**src/rtl/dbi_tx_fsm_if.sv**
```systemverilog
// Pixel-stream and PHY request bundle between dbi_tx_fsm and its neighbours.
// The master view belongs to the sequencer. The slave view is the pixel source
// and PHY side.
interface dbi_tx_fsm_if #(
    parameter int unsigned PXL_W      = 16,
    parameter int unsigned DBI_IF_D_W = 8
);
    logic [PXL_W-1:0]      pxl_dat_i;
    logic                  pxl_vld_i;
    logic                  pxl_rdy_o;
    logic                  dtf_dbi_hrst_o;
    logic [7:0]            dtf_tx_cmd_typ_o;
    logic [DBI_IF_D_W-1:0] dtf_tx_cmd_dat_o;
    logic                  dtf_tx_no_dat_o;
    logic                  dtf_tx_last_o;
    logic                  dtf_tx_vld_o;
    logic                  dtf_tx_rdy_i;

    modport master (
        input  pxl_dat_i, pxl_vld_i, dtf_tx_rdy_i,
        output pxl_rdy_o, dtf_dbi_hrst_o, dtf_tx_cmd_typ_o, dtf_tx_cmd_dat_o,
               dtf_tx_no_dat_o, dtf_tx_last_o, dtf_tx_vld_o
    );

    modport slave (
        output pxl_dat_i, pxl_vld_i, dtf_tx_rdy_i,
        input  pxl_rdy_o, dtf_dbi_hrst_o, dtf_tx_cmd_typ_o, dtf_tx_cmd_dat_o,
               dtf_tx_no_dat_o, dtf_tx_last_o, dtf_tx_vld_o
    );
endinterface

```
**src/rtl/dbi_tx_fsm.sv**
```systemverilog
// DBI Type-B transmit sequencer.
// After reset it sends a hardware-reset request, then the panel init commands.
// After that, each frame request sends CASET, PASET and one RAMWR burst of pixels.
module dbi_tx_fsm #(
    parameter int unsigned DBI_IF_D_W     = 8,
    parameter int unsigned PXL_W          = 16,
    parameter int unsigned H_RES          = 320,
    parameter int unsigned V_RES          = 240,
    parameter logic [7:0]  MADCTL_VAL     = 8'h00,
    parameter logic [7:0]  COLMOD_VAL     = 8'h55,
    parameter int unsigned T_RST_WAIT_CYC = 15000000,
    parameter int unsigned T_SLP_WAIT_CYC = 15000000
) (
    input  logic         clk,
    input  logic         rst,
    input  logic         frm_start_i,
    dbi_tx_fsm_if.master bus,
    output logic         init_done_o,
    output logic         frm_busy_o,
    output logic         frm_done_o
);

    localparam int unsigned NPIX     = H_RES * V_RES;
    localparam int unsigned NBYTE    = NPIX * 2;
    localparam int unsigned CNT_RAW  = $clog2(NBYTE);
    // CASET/PASET need four beat indices even for tiny frames
    localparam int unsigned CNT_W    = (CNT_RAW < 2) ? 2 : CNT_RAW;
    localparam int unsigned PIX_W    = $clog2(NPIX + 1);
    localparam int unsigned WAIT_MAX = (T_RST_WAIT_CYC > T_SLP_WAIT_CYC) ?
                                       T_RST_WAIT_CYC : T_SLP_WAIT_CYC;
    localparam int unsigned WAIT_W   = $clog2(WAIT_MAX) + 1;

    localparam logic [CNT_W-1:0]  LAST_BYTE = CNT_W'(NBYTE - 1);
    localparam logic [PIX_W-1:0]  PIX_TOTAL = PIX_W'(NPIX);
    localparam logic [WAIT_W-1:0] RST_LOAD  = WAIT_W'(T_RST_WAIT_CYC - 1);
    localparam logic [WAIT_W-1:0] SLP_LOAD  = WAIT_W'(T_SLP_WAIT_CYC - 1);
    localparam logic [15:0]       COL_END   = 16'(H_RES - 1);
    localparam logic [15:0]       ROW_END   = 16'(V_RES - 1);

    localparam logic [7:0] OP_SLPOUT = 8'h11;
    localparam logic [7:0] OP_DISPON = 8'h29;
    localparam logic [7:0] OP_CASET  = 8'h2A;
    localparam logic [7:0] OP_PASET  = 8'h2B;
    localparam logic [7:0] OP_RAMWR  = 8'h2C;
    localparam logic [7:0] OP_MADCTL = 8'h36;
    localparam logic [7:0] OP_COLMOD = 8'h3A;

    localparam logic [3:0] ST_RST_REQ  = 4'd0;
    localparam logic [3:0] ST_RST_WAIT = 4'd1;
    localparam logic [3:0] ST_SLPOUT   = 4'd2;
    localparam logic [3:0] ST_SLP_WAIT = 4'd3;
    localparam logic [3:0] ST_COLMOD   = 4'd4;
    localparam logic [3:0] ST_MADCTL   = 4'd5;
    localparam logic [3:0] ST_DISPON   = 4'd6;
    localparam logic [3:0] ST_READY    = 4'd7;
    localparam logic [3:0] ST_CASET    = 4'd8;
    localparam logic [3:0] ST_PASET    = 4'd9;
    localparam logic [3:0] ST_RAMWR    = 4'd10;

    logic [3:0]            state_q, state_d;
    logic [CNT_W-1:0]      cnt_q, cnt_d;
    logic [WAIT_W-1:0]     wait_q, wait_d;
    logic [PIX_W-1:0]      pix_q, pix_d;
    logic [PXL_W-1:0]      hold_q, hold_d;
    logic                  full_q, full_d;
    logic                  vld_q, vld_d;
    logic                  hrst_q, hrst_d;
    logic [7:0]            typ_q, typ_d;
    logic [DBI_IF_D_W-1:0] dat_q, dat_d;
    logic                  nd_q, nd_d;
    logic                  last_q, last_d;
    logic                  init_q, init_d;
    logic                  busy_q, busy_d;
    logic                  done_q, done_d;

    logic                  hs, beat_end, load, pxl_rdy, pxl_take;
    logic [CNT_W-1:0]      idx;
    logic                  b_cmd, b_hrst, b_nd, b_last, b_avail;
    logic [7:0]            b_typ;
    logic [DBI_IF_D_W-1:0] b_dat;

    // Window parameter bytes: start address is always zero, end address is big-endian
    function automatic logic [7:0] win_byte(input logic [1:0] i, input logic [15:0] v);
        case (i)
            2'd2:    win_byte = v[15:8];
            2'd3:    win_byte = v[7:0];
            default: win_byte = 8'h00;
        endcase
    endfunction

    assign pxl_rdy  = (state_q == ST_RAMWR) & ~full_q & (pix_q < PIX_TOTAL);
    assign pxl_take = pxl_rdy & bus.pxl_vld_i;

    // Beat lookup: payload for the beat at index idx of the current command
    always_comb begin
        hs       = vld_q & bus.dtf_tx_rdy_i;
        beat_end = hs & (hrst_q | last_q);
        // After a mid-command handshake the next beat is the following index
        idx      = hs ? cnt_q + CNT_W'(1) : cnt_q;
        b_cmd    = 1'b0;
        b_hrst   = 1'b0;
        b_typ    = 8'h00;
        b_dat    = '0;
        b_nd     = 1'b0;
        b_last   = 1'b0;
        b_avail  = 1'b1;
        case (state_q)
            ST_RST_REQ: begin
                b_cmd  = 1'b1;
                b_hrst = 1'b1;
            end
            ST_SLPOUT: begin
                b_cmd  = 1'b1;
                b_typ  = OP_SLPOUT;
                b_nd   = 1'b1;
                b_last = 1'b1;
            end
            ST_COLMOD: begin
                b_cmd  = 1'b1;
                b_typ  = OP_COLMOD;
                b_dat  = COLMOD_VAL;
                b_last = 1'b1;
            end
            ST_MADCTL: begin
                b_cmd  = 1'b1;
                b_typ  = OP_MADCTL;
                b_dat  = MADCTL_VAL;
                b_last = 1'b1;
            end
            ST_DISPON: begin
                b_cmd  = 1'b1;
                b_typ  = OP_DISPON;
                b_nd   = 1'b1;
                b_last = 1'b1;
            end
            ST_CASET: begin
                b_cmd  = 1'b1;
                b_typ  = OP_CASET;
                b_dat  = win_byte(idx[1:0], COL_END);
                b_last = (idx[1:0] == 2'd3);
            end
            ST_PASET: begin
                b_cmd  = 1'b1;
                b_typ  = OP_PASET;
                b_dat  = win_byte(idx[1:0], ROW_END);
                b_last = (idx[1:0] == 2'd3);
            end
            ST_RAMWR: begin
                b_cmd   = 1'b1;
                b_typ   = OP_RAMWR;
                b_dat   = idx[0] ? hold_q[7:0] : hold_q[PXL_W-1 -: 8];
                b_last  = (idx == LAST_BYTE);
                // The low byte always comes from the pixel already held.
                // A high byte needs a pixel that is not being drained at this edge.
                b_avail = idx[0] | (full_q & ~hs);
            end
            default: ;
        endcase
        load = b_cmd & b_avail & (~vld_q | (hs & ~beat_end));
    end

    // Next-state: sequencing, wait timer, pixel holding register and request payload
    always_comb begin
        state_d = state_q;
        cnt_d   = cnt_q;
        wait_d  = wait_q;
        pix_d   = pix_q;
        hold_d  = hold_q;
        full_d  = full_q;
        vld_d   = vld_q;
        hrst_d  = hrst_q;
        typ_d   = typ_q;
        dat_d   = dat_q;
        nd_d    = nd_q;
        last_d  = last_q;
        init_d  = init_q;
        busy_d  = busy_q;
        done_d  = 1'b0;

        if (load) begin
            vld_d  = 1'b1;
            hrst_d = b_hrst;
            typ_d  = b_typ;
            dat_d  = b_dat;
            nd_d   = b_nd;
            last_d = b_last;
        end else if (hs) begin
            vld_d = 1'b0;
        end

        if (hs) begin
            cnt_d = cnt_q + CNT_W'(1);
        end
        if (hs && state_q == ST_RAMWR && cnt_q[0]) begin
            full_d = 1'b0;
        end
        if (pxl_take) begin
            hold_d = bus.pxl_dat_i;
            full_d = 1'b1;
            pix_d  = pix_q + PIX_W'(1);
        end

        case (state_q)
            ST_RST_REQ: if (beat_end) begin
                state_d = ST_RST_WAIT;
                wait_d  = RST_LOAD;
            end
            ST_RST_WAIT: begin
                if (wait_q == '0) state_d = ST_SLPOUT;
                else              wait_d  = wait_q - WAIT_W'(1);
            end
            ST_SLPOUT: if (beat_end) begin
                state_d = ST_SLP_WAIT;
                wait_d  = SLP_LOAD;
            end
            ST_SLP_WAIT: begin
                if (wait_q == '0) state_d = ST_COLMOD;
                else              wait_d  = wait_q - WAIT_W'(1);
            end
            ST_COLMOD: if (beat_end) state_d = ST_MADCTL;
            ST_MADCTL: if (beat_end) state_d = ST_DISPON;
            ST_DISPON: if (beat_end) begin
                state_d = ST_READY;
                init_d  = 1'b1;
            end
            ST_READY: if (frm_start_i) begin
                state_d = ST_CASET;
                busy_d  = 1'b1;
            end
            ST_CASET: if (beat_end) state_d = ST_PASET;
            ST_PASET: if (beat_end) begin
                state_d = ST_RAMWR;
                pix_d   = '0;
            end
            ST_RAMWR: if (beat_end) begin
                state_d = ST_READY;
                busy_d  = 1'b0;
                done_d  = 1'b1;
            end
            default: state_d = ST_RST_REQ;
        endcase

        if (state_d != state_q) begin
            cnt_d = '0;
        end
    end

    // State and registered outputs; reset aborts everything and restarts init
    always_ff @(posedge clk or posedge rst) begin
        if (rst) begin
            state_q <= ST_RST_REQ;
            cnt_q   <= '0;
            wait_q  <= '0;
            pix_q   <= '0;
            hold_q  <= '0;
            full_q  <= 1'b0;
            vld_q   <= 1'b0;
            hrst_q  <= 1'b0;
            typ_q   <= 8'h00;
            dat_q   <= '0;
            nd_q    <= 1'b0;
            last_q  <= 1'b0;
            init_q  <= 1'b0;
            busy_q  <= 1'b0;
            done_q  <= 1'b0;
        end else begin
            state_q <= state_d;
            cnt_q   <= cnt_d;
            wait_q  <= wait_d;
            pix_q   <= pix_d;
            hold_q  <= hold_d;
            full_q  <= full_d;
            vld_q   <= vld_d;
            hrst_q  <= hrst_d;
            typ_q   <= typ_d;
            dat_q   <= dat_d;
            nd_q    <= nd_d;
            last_q  <= last_d;
            init_q  <= init_d;
            busy_q  <= busy_d;
            done_q  <= done_d;
        end
    end

    assign bus.pxl_rdy_o        = pxl_rdy;
    assign bus.dtf_dbi_hrst_o   = hrst_q;
    assign bus.dtf_tx_cmd_typ_o = typ_q;
    assign bus.dtf_tx_cmd_dat_o = dat_q;
    assign bus.dtf_tx_no_dat_o  = nd_q;
    assign bus.dtf_tx_last_o    = last_q;
    assign bus.dtf_tx_vld_o     = vld_q;
    assign init_done_o          = init_q;
    assign frm_busy_o           = busy_q;
    assign frm_done_o           = done_q;

endmodule

```
**src/flat_wrapper.sv**
```systemverilog
// flat-port wrapper written by rule: the top's interface ports become plain ports
module dbi_tx_fsm_flat 
#(
    parameter int unsigned DBI_IF_D_W     = 8,
    parameter int unsigned PXL_W          = 16,
    parameter int unsigned H_RES          = 320,
    parameter int unsigned V_RES          = 240,
    parameter logic [7:0]  MADCTL_VAL     = 8'h00,
    parameter logic [7:0]  COLMOD_VAL     = 8'h55,
    parameter int unsigned T_RST_WAIT_CYC = 15000000,
    parameter int unsigned T_SLP_WAIT_CYC = 15000000
)
  (clk, rst, frm_start_i, init_done_o, frm_busy_o, frm_done_o, bus_pxl_dat_i, bus_pxl_vld_i, bus_dtf_tx_rdy_i, bus_pxl_rdy_o, bus_dtf_dbi_hrst_o, bus_dtf_tx_cmd_typ_o, bus_dtf_tx_cmd_dat_o, bus_dtf_tx_no_dat_o, bus_dtf_tx_last_o, bus_dtf_tx_vld_o);
  dbi_tx_fsm_if #(.PXL_W(PXL_W), .DBI_IF_D_W(DBI_IF_D_W)) bus_i ();
  input  logic clk;
  input  logic rst;
  input  logic frm_start_i;
  output logic init_done_o;
  output logic frm_busy_o;
  output logic frm_done_o;
  input wire logic [$bits(bus_i.pxl_dat_i)-1:0] bus_pxl_dat_i;
  input wire logic [$bits(bus_i.pxl_vld_i)-1:0] bus_pxl_vld_i;
  input wire logic [$bits(bus_i.dtf_tx_rdy_i)-1:0] bus_dtf_tx_rdy_i;
  output wire logic [$bits(bus_i.pxl_rdy_o)-1:0] bus_pxl_rdy_o;
  output wire logic [$bits(bus_i.dtf_dbi_hrst_o)-1:0] bus_dtf_dbi_hrst_o;
  output wire logic [$bits(bus_i.dtf_tx_cmd_typ_o)-1:0] bus_dtf_tx_cmd_typ_o;
  output wire logic [$bits(bus_i.dtf_tx_cmd_dat_o)-1:0] bus_dtf_tx_cmd_dat_o;
  output wire logic [$bits(bus_i.dtf_tx_no_dat_o)-1:0] bus_dtf_tx_no_dat_o;
  output wire logic [$bits(bus_i.dtf_tx_last_o)-1:0] bus_dtf_tx_last_o;
  output wire logic [$bits(bus_i.dtf_tx_vld_o)-1:0] bus_dtf_tx_vld_o;
  assign bus_i.pxl_dat_i = bus_pxl_dat_i;
  assign bus_i.pxl_vld_i = bus_pxl_vld_i;
  assign bus_i.dtf_tx_rdy_i = bus_dtf_tx_rdy_i;
  assign bus_pxl_rdy_o = bus_i.pxl_rdy_o;
  assign bus_dtf_dbi_hrst_o = bus_i.dtf_dbi_hrst_o;
  assign bus_dtf_tx_cmd_typ_o = bus_i.dtf_tx_cmd_typ_o;
  assign bus_dtf_tx_cmd_dat_o = bus_i.dtf_tx_cmd_dat_o;
  assign bus_dtf_tx_no_dat_o = bus_i.dtf_tx_no_dat_o;
  assign bus_dtf_tx_last_o = bus_i.dtf_tx_last_o;
  assign bus_dtf_tx_vld_o = bus_i.dtf_tx_vld_o;
  dbi_tx_fsm #(.DBI_IF_D_W(DBI_IF_D_W), .PXL_W(PXL_W), .H_RES(H_RES), .V_RES(V_RES), .MADCTL_VAL(MADCTL_VAL), .COLMOD_VAL(COLMOD_VAL), .T_RST_WAIT_CYC(T_RST_WAIT_CYC), .T_SLP_WAIT_CYC(T_SLP_WAIT_CYC)) u_core (.clk(clk), .rst(rst), .frm_start_i(frm_start_i), .bus(bus_i), .init_done_o(init_done_o), .frm_busy_o(frm_busy_o), .frm_done_o(frm_done_o));
endmodule
```
**config.mk**
```make
export PLATFORM = sky130hd
export DESIGN_NAME = dbi_tx_fsm_flat
export DESIGN_NICKNAME = d
export VERILOG_FILES = /design/src/rtl/dbi_tx_fsm_if.sv /design/src/rtl/dbi_tx_fsm.sv /design/src/flat_wrapper.sv
export SDC_FILE = /design/constraint.sdc
export NUM_CORES = 1
export LEC_CHECK = 0
export CAP_MARGIN = 30
export CORE_MARGIN = 8
export CORE_UTILIZATION = 30
export CTS_BUF_LIST = sky130_fd_sc_hd__clkbuf_4
export CTS_CLUSTER_DIAMETER = 200
export DETAILED_ROUTE_END_ITERATION = 8
export GPL_TIMING_DRIVEN = 0
export PLACE_DENSITY = 0.58
export SYNTH_ARGS = -nofsm -noshare
export SYNTH_HDL_FRONTEND = slang
export SYNTH_SLANG_ARGS = --single-unit
```
**constraint.sdc**
```tcl
create_clock -name clk -period 3.6 [get_ports clk]
set_input_delay 0.36 -clock clk [delete_from_list [all_inputs] [get_ports clk]]
set_output_delay 0.36 -clock clk [all_outputs]
set_load 0.05 [all_outputs]
```
# Word-level counts from Yosys, hierarchy flattened
# Cells that the tools add are included.
# word_totals
reg_bits	104
inputBits	21
out_inout_bits	24
wordCells	109
# classes
add_sub_neg	3
n_lt_le_gt_ge	1
n_eq_ne	18
mux	38
n_bitwise	16
n_reduce_logical	18
# ops
cell	count
17-bit 2-to-1 mux	3
25-bit 2-to-1 mux	2
25-bit case mux with 2 select lines	1
6-bit case mux with 7 select lines	1
4-bit 2-to-1 mux	10
4-bit case mux with 10 select lines	1
18-bit 2-to-1 mux	2
8-bit case mux with 4 select lines	1
25-bit logical NOT	1
25-bit by 1-bit subtractor with 25-bit output (second input constant)	1
18-bit by 1-bit adder with 18-bit output (second input constant)	1
18-bit equality test (second input constant)	1
17-bit by 1-bit adder with 17-bit output (second input constant)	1
17-bit less-than comparator (second input constant)	1
4-bit by 3-bit equality test with 1-bit output (second input constant)	4
8-bit 2-to-1 mux	2
4-bit equality test (second input constant)	3
1-bit 2-to-1 mux	12
6-bit case mux with 2 select lines	1
2-bit OR reduction	5
1-bit bitwise AND	9
4-bit by 2-bit equality test with 1-bit output (second input constant)	2
2-bit nonzero test	4
8-bit OR reduction	1
other kinds (14)	24

# Longest topological paths before layout
# depth
depth_word	8
ltp_mapped	9
mapped_depth_nobuf	8

# Worst setup path after synthesis
# No wires, ideal clock.
# synth_path
path_type	flip-flop to flip-flop
from	register u_core.state_q[0]
to	register u_core.hold_q[2]
setup_time_ns	0.125
t_arrival_ns	2.584
t_required_ns	3.475
path_slack_ns	0.891
stages_incl_launch_ff	7
n_path_buf	1
synth_period_minus_slack_ns	2.709
cell_sequence	dfrtp_1 -> nand4bb_1 -> or2_2 -> a21oi_1 -> nand2_1 -> clkbuf_1 -> mux2_2
# synth_between
elab_chain_len	4
# synth_rtl
item	line	source
from (decl)	dbi_tx_fsm.sv:60	logic [3:0] state_q, state_d;
from (signal assigned)	dbi_tx_fsm.sv:267	state_q <= state_d;
4-bit equality test	dbi_tx_fsm.sv:91	assign pxl_rdy = (state_q == ST_RAMWR) & ~full_q & (pix_q < PIX_TOTAL);
1-bit bitwise AND (2 in series)	dbi_tx_fsm.sv:91	
via bus_pxl_rdy_o	flat_wrapper.sv:24	output wire logic [$bits(bus_i.pxl_rdy_o)-1:0] bus_pxl_rdy_o;
1-bit bitwise AND	dbi_tx_fsm.sv:92	assign pxl_take = pxl_rdy & bus.pxl_vld_i;
to (signal assigned)	dbi_tx_fsm.sv:271	hold_q <= hold_d;
to (decl)	dbi_tx_fsm.sv:64	logic [PXL_W-1:0] hold_q, hold_d;
# The timed path passes the listed nets, and every way through them passes these cells.
# A chain may end at the register's enable or synchronous reset.

# Final worst setup path
# layout_path
from	register u_core.state_q[0]
to	output bus_pxl_rdy_o
# layout_between
elab_chain_len	3
# layout_rtl
item	line
4-bit equality test	dbi_tx_fsm.sv:91
1-bit bitwise AND (2 in series)	dbi_tx_fsm.sv:91
to (decl)	flat_wrapper.sv:24
# No other way between the ends.

==> summary.md <==
| Metric | Value |
|---|---|
| Outcome | finished, final reports clean |
| Post-synthesis sequential area ratio | 47.7% |
| Startpoint types | flop |
| Pwr dens | 593 mW/mm^2 |
| Slowest stage cell, crit path | clkdlybuf4s50_1 |
| Core Area | 0.0177 mm^2 |
| DRC viols | 0 |
| Largest stage delay on the critical path | 840 ps |
| Vias per cell | 5.17 |
| Worst endpoint required time | 3240 ps |
| P&R area growth vs syn | 16.6% |
| Vias in the first global route | 4321 |
| Seq cells post-synth | 102 |
| Final Slew Violations | 0 |
| Die Y | 150 um |
| Drt pass-1 iters | 4 |
| Nets | 637 |
| Pin slew with the least headroom to its limit | 1000 ps |
| CTS resizes | 0 |
| Cell variety after synth | 69 |
| Total grt overflow | 0 |
| Hold Buf Count CTS | 0 |
| Worst-path cell chain | nand4bb_1 > or2_2 > a21oi_1 > clkdlybuf4s50_1 |
| Largest net degree at the start of global routing | 68 |
| R2R Setup Slk | 860 ps |
| Total power | 3700 uW |
| Dominant synthesized flop cell | dfrtp_1 |
| Total number of vias | 4375 |
| H-tree depth | 3 |
| Clk sink count | 102 |
| Crit path capture type | primary output |
| Fillers | 1750 |
| WL/cell | 15.6 um |
| Routed Antenna Nets | 0 |
| Clock skew | 27.7 ps |
| RR Startpoint | u_core.state_q[3]$_DFF_PP0_ |
| Mapped Area | 0.00535 mm^2 |
| Critical path class | reg2out |
| Synthesized instance count | 556 |
| Post-synth ARST share | 100% |
| Initial Utilization | 30.2% |
| Clock Tree Buf Depth | 2 |
| Reg-to-reg endpoint | u_core.wait_q[20]$_DFFE_PP0P_ |
| GPL Wtd Cong | 0.848 |
| Post-CTS setup buffers | 0 |
| Cell Rows | 49 |
| F_max | 316 MHz |
| Die X | 150 um |
| Post-synth EDFFs | 0 |
| Pleak | 0.00247 uW |
| R2R depth | 7 |
| Antenna violations before repair | 0 |
| Rel. slew slack | 32.9% |
| First-pass GRT wire length | 21800 um |
| Root buffer cell | clkbuf_4 |
| CTS tree | built |
| RSZ-0062 raised after global routing | no |
| Detailed Route WL | 13200 um |
| Worst vdd ir | 241 uV |
| Worst hold slack | 262 ps |
| Clk slew on worst S/H paths | 170 ps |
| Mean Syn Cell Area | 9.62 um^2 |
| Yosys warnings | 0 |
| Layout cells sized above 1 | 9.08% |
| N_diodes | 0 |
| Critical Path AT | 2810 ps |
| HP Class | in2async |
| Final Hold Vio Count | 0 |
| Final Setup Violations | 0 |
| HPWL reported at the end of detailed placement | 9670 um |
| Port bufs | 42 |
| Die area | 0.0224 mm^2 |
| Fin crit share | 88.0% |
| Max Cap Viol | 0 |
| CP max FO | 7 |
| Drt first-iter violations | 191 |
| Clock Latency Late Sink | 450 ps |
| Area of placed instances | 0.00611 mm^2 |
| Num CTS Buffers | 9 |
| Total GRT Usage | 12.0% |
| I/O pin cnt | 45 |
| Tmin final | 3170 ps |
| Final Cell Area | 0.00624 mm^2 |
[cells in the mapped netlist (all sizes together), types with 10 or more instances]
cell	count	share of area, %
clkbuf	21	1.5
nand4	18	2.2
a21oi	24	2.5
nor4	11	1.7
dfrtp	102	48
nand3	23	2.2
nor3	15	1.4
xnor2	18	2.9
mux2	22	4.6
nand2	57	4.0
o21ai	27	2.5
xor2	26	4.3
nor2	65	4.6
inv	10	0.70
[metal layers]
| metal | track usage, % | routed length (um) | vias up |
|---|---|---|---|
| met4 | 3.08 | 136 | 0 |
| met5 | 0 | 0 | - |
| li1 | - | - | 2119 |
| met2 | 19.8 | 6320 | 74 |
| met1 | 15.7 | 6300 | 2171 |
| met3 | 2.54 | 447 | 11 |
[worst max-delay path by stage]
stage	start	endpoint	slack, ps	cells past startpoint
6_report	u_core.state_q[0]$_DFF_PP0_	bus_pxl_rdy_o	430	4
5_1_grt	u_core.state_q[0]$_DFF_PP0_	bus_pxl_rdy_o	190	4
4_1_cts	u_core.state_q[0]$_DFF_PP0_	bus_pxl_rdy_o	390	4
3_5_place_dp	bus_dtf_tx_rdy_i	u_core.wait_q[1]$_DFFE_PP0P_	700	6
3_3_place_gp	rst	u_core.cnt_q[11]$_DFF_PP0_	-1060	2
2_1_floorplan	rst	u_core.bus.dtf_dbi_hrst_o$_DFFE_PP0P_	560	1
[registers in the layout (all words and copies together) (netlist names)]
name                         cells
u_core.pix_q                    17
u_core.state_q                   4
u_core.frm_done_o                1
u_core.bus.dtf_tx_vld_o          1
u_core.wait_q                   25
u_core.full_q                    1
u_core.bus.dtf_tx_no_dat_o       1
u_core.bus.dtf_dbi_hrst_o        1
u_core.frm_busy_o                1
u_core.bus.dtf_tx_cmd_typ_o      6
u_core.cnt_q                    18
u_core.hold_q                   16
u_core.init_done_o               1
u_core.bus.dtf_tx_last_o         1
u_core.bus.dtf_tx_cmd_dat_o      8
[per-stage QoR]
stage	utilization (%)	cells	TNS (ps)	setup WS, ps
finish	35.2	846	0	432
floorplan	-	557	0	565
global placement	34.2	828	-107040	-1060
global route	35.2	846	0	192
detailed placement	34.5	831	0	702
CTS	35.2	846	0	390
[cells by family (layout without fill, tap and decap cells)]
logic type      Yosys count  after routing  share of synthesized area, %
compound gates          106            106                          13.3
xor+xnor                 44             44                          7.20
simple gates            236            236                          22.4
flops                   102            102                          47.7
other cells               1              2                        0.0701
fa+ha+maj                 3              3                         0.702
buf+inv                  36             96                          2.85
mux                      28             28                          5.75
[layout by cell type (no fill, tap or decap), drive strengths merged, types with 5 or more instances in the layout]
cell type,instances
o211ai,5
nand2,57
nor2b,5
nor2,65
nor4,11
xnor2,18
mux2i,6
nor3,15
or3,8
dfrtp,102
a21oi,24
or4,6
o31ai,8
mux2,22
clkdlybuf4s50,42
nand3,23
clkbuf,30
o21ai,27
inv,11
nand2b,6
xor2,26
nand4,18
buf,8
a31oi,6
nand4b,6
[where the power goes]
group / internal, uW / switching (uW) / total, uW
Sequential: 1340 / 187 / 1530
Combinational: 558 / 1020 / 1580
Clock: 208 / 384 / 592
[cell type report]
cell class	instances	area (um^2)	share of cell area, %
plain buffers	26	115	1.84
clock buffers	9	67.6	1.08
clock inverters	6	62.6	1.00
inverters	10	40.0	0.642
multi-input cells	419	2660	42.6
flip-flops and latches	102	2550	40.9
well taps	229	287	4.59
repair buffers	45	460	7.38
[critical path, delay by kind of cell (launching register included)]
| kind | cells | cell delay (ps) |
|---|---|---|
| compound gates | 1 | 210 |
| buf+inv | 1 | 840 |
| flops | 1 | 460 |
| simple gates | 2 | 850 |
Note: power is estimated with default switching activity, not from simulation.
